--- src/rtl/ifu_prefetch_pkg.sv ---
// ---------------------------------------------------------------------------
// ifu_prefetch_pkg
// Shared constants and types for the instruction prefetch unit.
//   DATA_BUS_WIDTH / RESET_PC_ADDR / INST_BYTES come from the project-wide
//   parameter defines; defaults below apply when they are not already set.
//   Optional feature macro used by the IFU: IFU_PERF_CNT_EN (perf counters).
// ---------------------------------------------------------------------------
`ifndef DATA_BUS_WIDTH
`define DATA_BUS_WIDTH 32
`endif
`ifndef RESET_PC_ADDR
`define RESET_PC_ADDR 32'h0000_0000
`endif
`ifndef INST_BYTES
`define INST_BYTES 4
`endif

package ifu_prefetch_pkg;

    localparam int unsigned IfuDataW     = `DATA_BUS_WIDTH;
    localparam logic [IfuDataW-1:0] IfuResetPc = `RESET_PC_ADDR;
    localparam int unsigned IfuInstBytes = `INST_BYTES;

    // Source of a flush in the current cycle; reset outranks jump.
    typedef enum logic [1:0] {
        FlushNone,
        FlushJump,
        FlushReset
    } ifu_flush_e;

    // Pointer width for a power-of-two buffer of the given depth.
    function automatic int unsigned ifu_ptr_width(input int unsigned depth);
        return (depth < 2) ? 1 : $clog2(depth);
    endfunction

endpackage

--- src/rtl/ifu_fifo.sv ---
// ---------------------------------------------------------------------------
// ifu_fifo
// Synchronous prefetch FIFO with registered storage (no bypass path).
// Ports:
//   clk_i, rst_n_i   clock, asynchronous active-low reset
//   i_clear          drop all entries (wins over push/pop)
//   i_push, i_data   write one entry
//   i_pop            remove head entry
//   o_data           head entry
//   o_count          current occupancy
//   o_empty, o_full  occupancy flags
// ---------------------------------------------------------------------------
module ifu_fifo
    import ifu_prefetch_pkg::*;
#(
    parameter int unsigned DEPTH = 4,
    parameter int unsigned WIDTH = 64
) (
    input  logic                       clk_i,
    input  logic                       rst_n_i,
    input  logic                       i_clear,
    input  logic                       i_push,
    input  logic [WIDTH-1:0]           i_data,
    input  logic                       i_pop,
    output logic [WIDTH-1:0]           o_data,
    output logic [$clog2(DEPTH+1)-1:0] o_count,
    output logic                       o_empty,
    output logic                       o_full
);

    localparam int unsigned AW = ifu_ptr_width(DEPTH);
    localparam int unsigned CW = $clog2(DEPTH + 1);

    logic [WIDTH-1:0] r_mem [DEPTH];
    logic [AW-1:0]    r_wr_ptr;
    logic [AW-1:0]    r_rd_ptr;
    logic [CW-1:0]    r_count;
    logic             w_push;
    logic             w_pop;

    assign o_empty = (r_count == '0);
    assign o_full  = (r_count == CW'(DEPTH));
    assign w_pop   = i_pop & ~o_empty;
    // A simultaneous pop frees the slot, so push is accepted even when full.
    assign w_push  = i_push & (~o_full | w_pop);
    assign o_data  = r_mem[r_rd_ptr];
    assign o_count = r_count;

    always_ff @(posedge clk_i or negedge rst_n_i) begin
        if (!rst_n_i) begin
            r_wr_ptr <= '0;
            r_rd_ptr <= '0;
            r_count  <= '0;
            for (int i = 0; i < DEPTH; i++) begin
                r_mem[i] <= '0;
            end
        end else if (i_clear) begin
            r_wr_ptr <= '0;
            r_rd_ptr <= '0;
            r_count  <= '0;
        end else begin
            if (w_push) begin
                r_mem[r_wr_ptr] <= i_data;
                r_wr_ptr        <= r_wr_ptr + AW'(1);
            end
            if (w_pop) begin
                r_rd_ptr <= r_rd_ptr + AW'(1);
            end
            if (w_push && !w_pop) begin
                r_count <= r_count + CW'(1);
            end else if (!w_push && w_pop) begin
                r_count <= r_count - CW'(1);
            end
        end
    end

    // Writing a full FIFO without a pop would lose data.
    assert property (@(posedge clk_i) disable iff (!rst_n_i)
                     (i_push && !i_clear && o_full) |-> i_pop);

endmodule

--- src/rtl/ifu_prefetch.sv ---
// ---------------------------------------------------------------------------
// ifu_prefetch
// Instruction fetch unit: PC generator, req/gnt/rvalid bus engine and a
// prefetch FIFO feeding decode through a valid/ready handshake.
// Optional feature: define IFU_PERF_CNT_EN to add perf_fetch_cnt_o and
// perf_flush_cnt_o.
// Ports:
//   clk_i, rst_n_i     clock, asynchronous active-low reset
//   reset_flag_i       software reset: flush and restart at RESET_PC
//   jump_flag_i        redirect: flush and restart at jump_addr_i (word aligned)
//   jump_addr_i        redirect target
//   ibus_req_o         fetch request
//   ibus_addr_o        fetch address (word aligned)
//   ibus_gnt_i         request accepted when req & gnt
//   ibus_rvalid_i      in-order response valid
//   ibus_rdata_i       response instruction word
//   inst_valid_o       head of prefetch FIFO valid
//   inst_ready_i       decode accepts head
//   inst_o, inst_pc_o  head instruction and its PC
//   perf_fetch_cnt_o   (IFU_PERF_CNT_EN) instructions handed to decode
//   perf_flush_cnt_o   (IFU_PERF_CNT_EN) flush cycles
// ---------------------------------------------------------------------------
module ifu_prefetch
    import ifu_prefetch_pkg::*;
#(
    parameter int unsigned       DATA_W     = IfuDataW,
    parameter int unsigned       FIFO_DEPTH = 4,
    parameter int unsigned       MAX_OUTST  = 2,
    parameter logic [DATA_W-1:0] RESET_PC   = DATA_W'(`RESET_PC_ADDR)
) (
    input  logic              clk_i,
    input  logic              rst_n_i,
    input  logic              reset_flag_i,
    input  logic              jump_flag_i,
    input  logic [DATA_W-1:0] jump_addr_i,
    output logic              ibus_req_o,
    output logic [DATA_W-1:0] ibus_addr_o,
    input  logic              ibus_gnt_i,
    input  logic              ibus_rvalid_i,
    input  logic [DATA_W-1:0] ibus_rdata_i,
    output logic              inst_valid_o,
    input  logic              inst_ready_i,
    output logic [DATA_W-1:0] inst_o,
    output logic [DATA_W-1:0] inst_pc_o
`ifdef IFU_PERF_CNT_EN
    ,
    output logic [31:0]       perf_fetch_cnt_o,
    output logic [31:0]       perf_flush_cnt_o
`endif
);

    localparam int unsigned OW = $clog2(MAX_OUTST + 1);
    localparam int unsigned CW = $clog2(FIFO_DEPTH + 1);
    localparam logic [DATA_W-1:0] PcStep = DATA_W'(IfuInstBytes);

    logic [DATA_W-1:0]   r_fetch_pc;
    logic [DATA_W-1:0]   r_resp_pc;
    // r_outst counts every request in flight, including ones marked for discard.
    logic [OW-1:0]       r_outst;
    logic [OW-1:0]       r_discard;

    ifu_flush_e          w_cause;
    logic                w_flush;
    logic [DATA_W-1:0]   w_target;
    logic                w_room;
    logic                w_req;
    logic                w_grant;
    logic                w_push;
    logic                w_pop;
    logic                w_inst_valid;
    logic [OW-1:0]       w_outst_d;
    logic [OW-1:0]       w_discard_d;
    logic [CW-1:0]       w_fifo_cnt;
    logic                w_fifo_empty;
    logic                w_fifo_full;
    logic [2*DATA_W-1:0] w_head;

    // Flush source and restart target.
    always_comb begin
        w_cause = FlushNone;
        if (reset_flag_i) begin
            w_cause = FlushReset;
        end else if (jump_flag_i) begin
            w_cause = FlushJump;
        end
    end

    assign w_flush = (w_cause != FlushNone);

    always_comb begin
        w_target = RESET_PC;
        case (w_cause)
            FlushJump: w_target = {jump_addr_i[DATA_W-1:2], 2'b00};
            default:   w_target = RESET_PC;
        endcase
    end

    // Credit: never have more requests in flight than the FIFO can absorb.
    assign w_room  = (32'(r_outst) < MAX_OUTST) &&
                     ((32'(w_fifo_cnt) + 32'(r_outst)) < FIFO_DEPTH);
    // Gated with reset so the bus sees no request while reset is asserted.
    assign w_req   = rst_n_i & ~w_flush & w_room;
    assign w_grant = w_req & ibus_gnt_i;

    assign w_push       = ibus_rvalid_i & ~w_flush & (r_discard == '0);
    assign w_inst_valid = ~w_fifo_empty & ~w_flush;
    assign w_pop        = w_inst_valid & inst_ready_i;

    assign w_outst_d = r_outst + OW'(w_grant) - OW'(ibus_rvalid_i);

    // On flush every request still in flight after this cycle becomes stale.
    // r_outst already includes earlier stale requests, so the count is
    // recomputed rather than accumulated; back-to-back flushes stay exact.
    always_comb begin
        w_discard_d = r_discard;
        if (w_flush) begin
            w_discard_d = r_outst - OW'(ibus_rvalid_i);
        end else if (ibus_rvalid_i && (r_discard != '0)) begin
            w_discard_d = r_discard - OW'(1);
        end
    end

    always_ff @(posedge clk_i or negedge rst_n_i) begin
        if (!rst_n_i) begin
            r_fetch_pc <= RESET_PC;
            r_resp_pc  <= RESET_PC;
            r_outst    <= '0;
            r_discard  <= '0;
        end else begin
            r_outst   <= w_outst_d;
            r_discard <= w_discard_d;
            if (w_flush) begin
                r_fetch_pc <= w_target;
                r_resp_pc  <= w_target;
            end else begin
                if (w_grant) begin
                    r_fetch_pc <= r_fetch_pc + PcStep;
                end
                if (w_push) begin
                    r_resp_pc <= r_resp_pc + PcStep;
                end
            end
        end
    end

    ifu_fifo #(
        .DEPTH (FIFO_DEPTH),
        .WIDTH (2 * DATA_W)
    ) u_fifo (
        .clk_i   (clk_i),
        .rst_n_i (rst_n_i),
        .i_clear (w_flush),
        .i_push  (w_push),
        .i_data  ({r_resp_pc, ibus_rdata_i}),
        .i_pop   (w_pop),
        .o_data  (w_head),
        .o_count (w_fifo_cnt),
        .o_empty (w_fifo_empty),
        .o_full  (w_fifo_full)
    );

    assign ibus_req_o   = w_req;
    assign ibus_addr_o  = r_fetch_pc;
    assign inst_valid_o = w_inst_valid;
    assign inst_pc_o    = w_head[2*DATA_W-1:DATA_W];
    assign inst_o       = w_head[DATA_W-1:0];

    // A response with nothing in flight means the bus broke ordering.
    assert property (@(posedge clk_i) disable iff (!rst_n_i)
                     ibus_rvalid_i |-> (r_outst != '0));
    // Credit logic guarantees a slot for every accepted response.
    assert property (@(posedge clk_i) disable iff (!rst_n_i)
                     (w_push && w_fifo_full) |-> w_pop);

`ifdef IFU_PERF_CNT_EN
    logic [31:0] r_perf_fetch_cnt;
    logic [31:0] r_perf_flush_cnt;

    // Only hardware reset clears these; software reset is itself a flush.
    always_ff @(posedge clk_i or negedge rst_n_i) begin
        if (!rst_n_i) begin
            r_perf_fetch_cnt <= '0;
            r_perf_flush_cnt <= '0;
        end else begin
            if (w_pop) begin
                r_perf_fetch_cnt <= r_perf_fetch_cnt + 32'd1;
            end
            if (w_flush) begin
                r_perf_flush_cnt <= r_perf_flush_cnt + 32'd1;
            end
        end
    end

    assign perf_fetch_cnt_o = r_perf_fetch_cnt;
    assign perf_flush_cnt_o = r_perf_flush_cnt;
`endif

endmodule

--- config.mk ---
export PLATFORM = sky130hd
export DESIGN_NAME = ifu_prefetch
export DESIGN_NICKNAME = d
export VERILOG_FILES = /design/src/rtl/ifu_prefetch_pkg.sv /design/src/rtl/ifu_fifo.sv /design/src/rtl/ifu_prefetch.sv
export SDC_FILE = /design/constraint.sdc
export NUM_CORES = 1
export LEC_CHECK = 0
export CELL_PAD_IN_SITES_DETAIL_PLACEMENT = 1
export CELL_PAD_IN_SITES_GLOBAL_PLACEMENT = 1
export CORE_ASPECT_RATIO = 0.5
export CORE_MARGIN = 2
export CORE_UTILIZATION = 42
export CTS_CLUSTER_DIAMETER = 80
export DETAILED_ROUTE_END_ITERATION = 10
export PLACE_DENSITY_LB_ADDON = 0.1
export SLEW_MARGIN = 5
export SYNTH_ARGS = -nofsm -noshare
export SYNTH_HDL_FRONTEND = slang
export SYNTH_SLANG_ARGS = --single-unit
--- constraint.sdc ---
create_clock -name clk_i -period 2.55 [get_ports clk_i]
set_input_delay 0.3825 -clock clk_i [delete_from_list [all_inputs] [get_ports clk_i]]
set_output_delay 0.3825 -clock clk_i [all_outputs]
set_load 0.1 [all_outputs]
Word-level counts from Yosys, hierarchy flattened --
Cells that the tools add are included. Widths: inputs -> output; s select.
Word-level totals: register bits after elaboration 331, bits of input ports 71, output and inout port bits 98, logic and storage cells 84
Cells by class: add/sub/neg operators 11, order comparisons 5, eq/ne operators 2, muxes and demuxes 22, bitwise logic cells 15, reduce and logical (&&, ||, !) cells 18
Operators by type and width (number):
- $bwmux 256 | 1
- $mux 64 | 3
- $mux 32 | 5
- $bmux 64 s2 | 1
- $demux 64 s2 | 1
- $add 32x3->32 const B | 2
- $mux 2 | 7
- $reduce_bool 2->1 | 7
- $and 1x1->1 | 9
- $mux 3 | 3
- $ge 3x3->1 const B | 2
- $not 2->3 | 2
- $logic_and 1x1->1 | 5
- $add 2x1->2 const B | 2
- $add 3x2->4 | 1
- $lt 4x3->1 const B | 1
- $sub 2x1->2 | 2
- $add 3x1->3 const B | 1
- $eq 3x3->1 const B | 1
- $logic_not 3->1 | 1
- $lt 3x1->1 const B | 1
- $not 1->1 | 3
- $reduce_bool 3->1 | 1
- $sub 3x1->3 const B | 1
- other kinds (9) | 10

Longest topological paths before layout --
depth in word-level cells 14, depth in mapped cells 10

Modules after synthesis --
A second synthesis with hierarchy kept.
Second synthesis, totals: cell total of the unflattened synthesis 1162, area, all modules 15529.9 um^2
By module, submodules not included:
- ifu_fifo | instances 1, cells an instance 682, area an instance 11519.8 um^2, seq. area each 6581.3 um^2
- ifu_prefetch | instances 1, cells an instance 480, area an instance 4010.1 um^2, seq. area each 1601.5 um^2

Least setup slack after synthesis --
No wires, ideal clock.
path kind input to register, start point input port jump_flag_i, end point register u_fifo.r_count[2] (netlist: u_fifo.o_count[2]), arrival time 3.134 ns, data required time 2.472 ns, slack -0.662 ns, stages on the path 9, buffers on the path 1, cell sequence clkbuf_1 nor2_1 and2_1 nand2_1 ha_1 fa_1 xnor2_1 or3_1 a21oi_1
Between the ends: word-level cells in the longest chain between the ends 12, elaborated cells on any way between the ends 18, classes of those cells 4 x mux; 8 x bitwise; 6 x reduce/logical
Ends and longest elaborated chain:
- from (decl) | RTL line ifu_prefetch.sv:34 | input logic jump_flag_i,
- $mux 1 * | RTL line ifu_prefetch.sv:83 | end else if (jump_flag_i) begin
- $mux 2 * | RTL line ifu_prefetch.sv:81 | if (reset_flag_i) begin
- $reduce_bool 2->1 * | RTL line ifu_prefetch.sv:88 | assign w_flush = (w_cause != FlushNone);
- $not 1->1 (no source line) *
- $and 1x1->1 * | RTL line ifu_prefetch.sv:106 | assign w_inst_valid = ~w_fifo_empty & ~w_flush;
- via inst_valid_o | RTL line ifu_prefetch.sv:41 | output logic inst_valid_o,
- $and 1x1->1 * | RTL line ifu_prefetch.sv:107 | assign w_pop = w_inst_valid & inst_ready_i;
- $and 1x1->1 * | RTL line ifu_fifo.sv:43 | assign w_pop = i_pop & ~o_empty;
- $or 1x1->1 | RTL line ifu_fifo.sv:45 | assign w_push = i_push & (~o_full | w_pop);
- $and 1x1->1 | RTL line ifu_fifo.sv:45
- $logic_and 1x1->1 / $logic_not 1->1 (equally long branches) | RTL line ifu_fifo.sv:69, ifu_fifo.sv:71
- $mux 3 / $logic_and 1x1->1 (equally long branches) | RTL line ifu_fifo.sv:69, ifu_fifo.sv:71
- $mux 3 / $reduce_bool 3->1 (equally long branches)
- to (signal assigned) | RTL line ifu_fifo.sv:70 | r_count <= r_count + CW'(1);
- to (signal assigned) | RTL line ifu_fifo.sv:72 | r_count <= r_count - CW'(1);
- to (decl) | RTL line ifu_fifo.sv:37 | logic [CW-1:0] r_count;
Mark *: on every way through the listed nets, which the timed path passes. The rest lies on a longest branch. A chain may end at the register's enable or synchronous reset.

Worst setup path in the final report --
start point register u_fifo.r_rd_ptr[0], end point output port inst_o[15]
Between the ends: word-level cells in the longest chain between the ends 4
Ends and longest elaborated chain:
- from (decl) | RTL line ifu_fifo.sv:36 | logic [AW-1:0] r_rd_ptr;
- from (signal assigned) | RTL line ifu_fifo.sv:67 | r_rd_ptr <= r_rd_ptr + AW'(1);
- $not 2->3 (not written as such) | RTL line ifu_fifo.sv:46 | assign o_data = r_mem[r_rd_ptr];
- $bmux 64 s2 | RTL line ifu_fifo.sv:46
- $mux 64 (not written as such) (2 in series) | RTL line ifu_fifo.sv:46
- to (decl) | RTL line ifu_prefetch.sv:43 | output logic [DATA_W-1:0] inst_o,
No other way between the ends. The select of a mux whose other input is x is not followed.

==> impl_results.md <==
* Status: completed
* Number of buffers between clock root and the deepest sink at 3
* Synthesis-to-layout area growth at 27.88%
* Post-placement worst setup slack at -126.8 ps
* Post-synth EDFFs at 0
* Number of remaining DRC errors at 0
* Clock tree from TritonCTS: done
* Port Buffer Count at roughly 160
* Area contributors post-synth: dfrtp_1 52%, mux2_2 17%, mux4_2 9.0%, a21oi_1 1.4%, mux2_1 1.3%
* Post-synth cell types at 71
* Slew of the pin with the lowest slew margin at 1035 ps
* Filler cell count in the final layout at around 3,500
* Mapped cell area at 15,470 um^2
* Power per Cell Area at 897.0 nW/um^2
* I/O Pins at 169
* Max-cap violations at 0
* Number of failing setup endpoints in the final timing report at 0
* Startpoint kind of the worst setup timing path: flip-flop
* Leading register cell type out of synthesis: dfrtp_1
* Diode count at 0
* Number of H-tree levels at 1
* Vias post-DR at ~11,000
* Pre-Repair DR Iteration Count at 5
* Warnings from Yosys at 0
* Clk root buf: clkbuf_16
* Vias per cell at 5.861
* Initial Util at 0.4283
* Achievable Freq at between 300 and 400 MHz
* Routed length per instance at 23.43 um
* R2r setup slk at about 130 ps
* Hold violation count in the final report at 0
* Cell type with the largest total area after synthesis: dfrtp_1
* Sink Count at 319
* Total routing resource utilization after global routing at 0.2309
* Number of pins with negative max-slew slack in the final report at 0
* Maximum number of pins on one net before global-route repair at 181
* Worst hold margin at 204.1 ps
* Flops & latches, synth at roughly 320
* Die Y-Extent at 139.7 um
* Core footprint at 36,110 um^2
* Die Wd at around 280 um
* Static power due to leakage at 8.895 nW
* Worst setup path category: reg2out
* Time the final worst path needs with I/O delays and setup at 2512 ps
* Final Net Count at 1,439
* Final worst clock skew at ~16 ps
* Sequential share of the synthesized area at 0.5161
* Worst path required time at 2170 ps
* GP Congestion at roughly 0.86
* Count of placed standard cells including taps at 1,801
* Crit-path max FO at 28
* Global-route wire length before repair at 69,570 um
* Detailed Route Iter0 Violations at 626
* Later-pin clock latency in the skew report at 570 ps
* Seq. cell area at 7993 um^2
* Multi-input logic area at between 7000 and 8000 um^2
* Non-filler cells, final at roughly 1,900
* Standard-cell rows at 49
* Top cell type's share of synthesized area at 0.5161
* Initial antenna violation count at 0
* Hold crit path type: in2async
* Vias in the first global route at 12,030
* Final HPWL from detailed placement at approximately 29,000 um
* Post-CTS clock slew at the launch and capture registers of the worst setup and hold paths at 60 ps
* Kind of capture point of the worst setup path: output pin
* Final core utilization at 0.5477
* Overflow after GRT at 0
* Data arrival time of the worst path at 2130 ps
* Die footprint at 38,470 um^2
* Worst IR drop on VDD at 0.8616 mV
* Post-route antenna net violation count at 0
* Slew headroom at 0.3102
* Mean Syn Cell Area at 13.17 um^2
* Proportion of layout cells with a drive suffix above 1 at 0.3866
* Routed wire length at 43,580 um
* TritonCTS buffer count at 30
* Final worst-path setup slack at 37.68 ps
* Final worst path period share at 0.9852
* Setup TNS after final layout at 0 ps
* Async SR Flop Fraction at 1.000
* RSZ-0062 raised after global routing: yes
* Post-synthesis cell count at between 1,000 and 1,500
-- worst paths after layout --
check / start / endpoint / depth (start not counted)
worst max-delay path: u_fifo.r_rd_ptr[0] / inst_o[15] / 3
worst min-delay path: rst_n_i / u_fifo.o_count[1] / 2
worst max register to register: r_discard[0] / u_fifo.o_count[2] / 9
worst min register to register: u_fifo.r_mem[248] / u_fifo.r_mem[248] / 1
max in group asynchronous: rst_n_i / u_fifo.r_rd_ptr[0] / 3
min in group clk_i: jump_addr_i[25] / r_resp_pc[25] / 3
-- layer usage --
layer,wire length (um),part of all wire,GRT usage
met1,19180,0.44,0.3188
met2,21940,0.50,0.3930
met4,781,0.018,0.04495
met3,1680,0.039,0.02916
met5,0,0,0
-- critical path, stage by stage, from the launching register on --
cell and delay (ps):
dfrtp_4 510, buf_16 250, mux4_2 600, buf_12 200
-- registers in the layout (all words and copies together), names as in the netlist --
name             cells
u_fifo.o_count       3
u_fifo.r_wr_ptr      2
u_fifo.r_mem       248
u_fifo.r_rd_ptr      2
r_outst              2
r_discard            2
r_resp_pc           30
ibus_addr_o         30
-- stage by stage --
stage	power (W)	area, um^2
after global routing	0.01838	19780
after detailed placement	0.01292	18590
final	0.01774	19780
after global placement	0.01277	18590
after floorplan	0.01026	15490
after CTS	0.01792	19720
-- layout make-up --
| class | count | share of cell area |
|---|---|---|
| inverters | 29 | 0.005504 |
| repair buffers | 236 | 0.1497 |
| clock buffers | 44 | 0.04574 |
| well taps | 484 | 0.03062 |
| clock inverters | 9 | 0.008983 |
| flip-flops and latches | 319 | 0.4041 |
| multi-input cells | 739 | 0.3554 |
-- kinds of logic (layout without fill, tap and decap cells) --
logic type      count (synthesis)  after routing  share of synthesized area
mux                           311            311                     0.2715
flops                         319            319                     0.5161
other cells                     1              4                  0.0002424
fa+ha+maj                      13             13                    0.01100
compound gates                170            170                    0.07596
buf+inv                       119            318                    0.03317
simple gates                  222            222                    0.08130
xor+xnor                       19             19                    0.01076
-- power by group --
part	switching, W	leakage [nW]	internal, W
registers	0.000328	4.35	0.00554
logic	0.00436	4.03	0.00258
clock network	0.00199	0.520	0.00295
-- layout by cell type, fill, tap and decap left out, types with 6 or more instances in the layout --
master,instances
mux2_1,18
a21boi_0,10
or4_1,6
a31oi_1,8
clkbuf_8,8
nor3_1,15
dfrtp_1,315
buf_4,88
clkbuf_16,31
nand4_1,23
xnor2_1,13
a311oi_1,7
nand3_1,25
nor2_1,26
or3_1,11
and3_1,10
mux4_2,62
nand2_1,36
a21oi_1,44
inv_1,29
and4_1,8
o21ai_0,22
o31ai_1,14
and2_1,6
nor4_1,22
a211oi_1,11
ha_1,11
xor2_1,6
mux2_2,230
clkdlybuf4s50_1,67
buf_12,76
-- repair_timing --
item | 4_1_cts | 5_1_grt
cloned | 1 | 0
hold endpoints to repair | 1 | 0
setup buffers | 0 | 4
pin swaps | 1 | 2
hold buffers | 1 | 0
resized for setup | 4 | 5
setup endpoints to repair | 47 | 34
-- Yosys cell counts, drive strengths merged, types with 4 or more instances --
| cell type | number |
|---|---|
| a21oi | 44 |
| a221oi | 5 |
| o22ai | 4 |
| nand4 | 23 |
| o211ai | 4 |
| xnor2 | 13 |
| o31a | 5 |
| nand3 | 25 |
| a32o | 4 |
| a211o | 4 |
| nand3b | 5 |
| nand2b | 5 |
| nor3 | 17 |
| nor4 | 22 |
| a31oi | 8 |
| buf | 46 |
| ha | 12 |
| inv | 29 |
| a211oi | 11 |
| and2 | 7 |
| a311oi | 7 |
| mux4 | 62 |
| clkbuf | 44 |
| xor2 | 6 |
| a41oi | 4 |
| or3 | 11 |
| dfrtp | 319 |
| a21boi | 10 |
| nand2 | 41 |
| o31ai | 15 |
| nor2 | 28 |
| and4 | 8 |
| o21ai | 22 |
| o311ai | 4 |
| and3 | 10 |
| mux2 | 248 |
| or4 | 6 |
(Power assumes the default switching activity.)
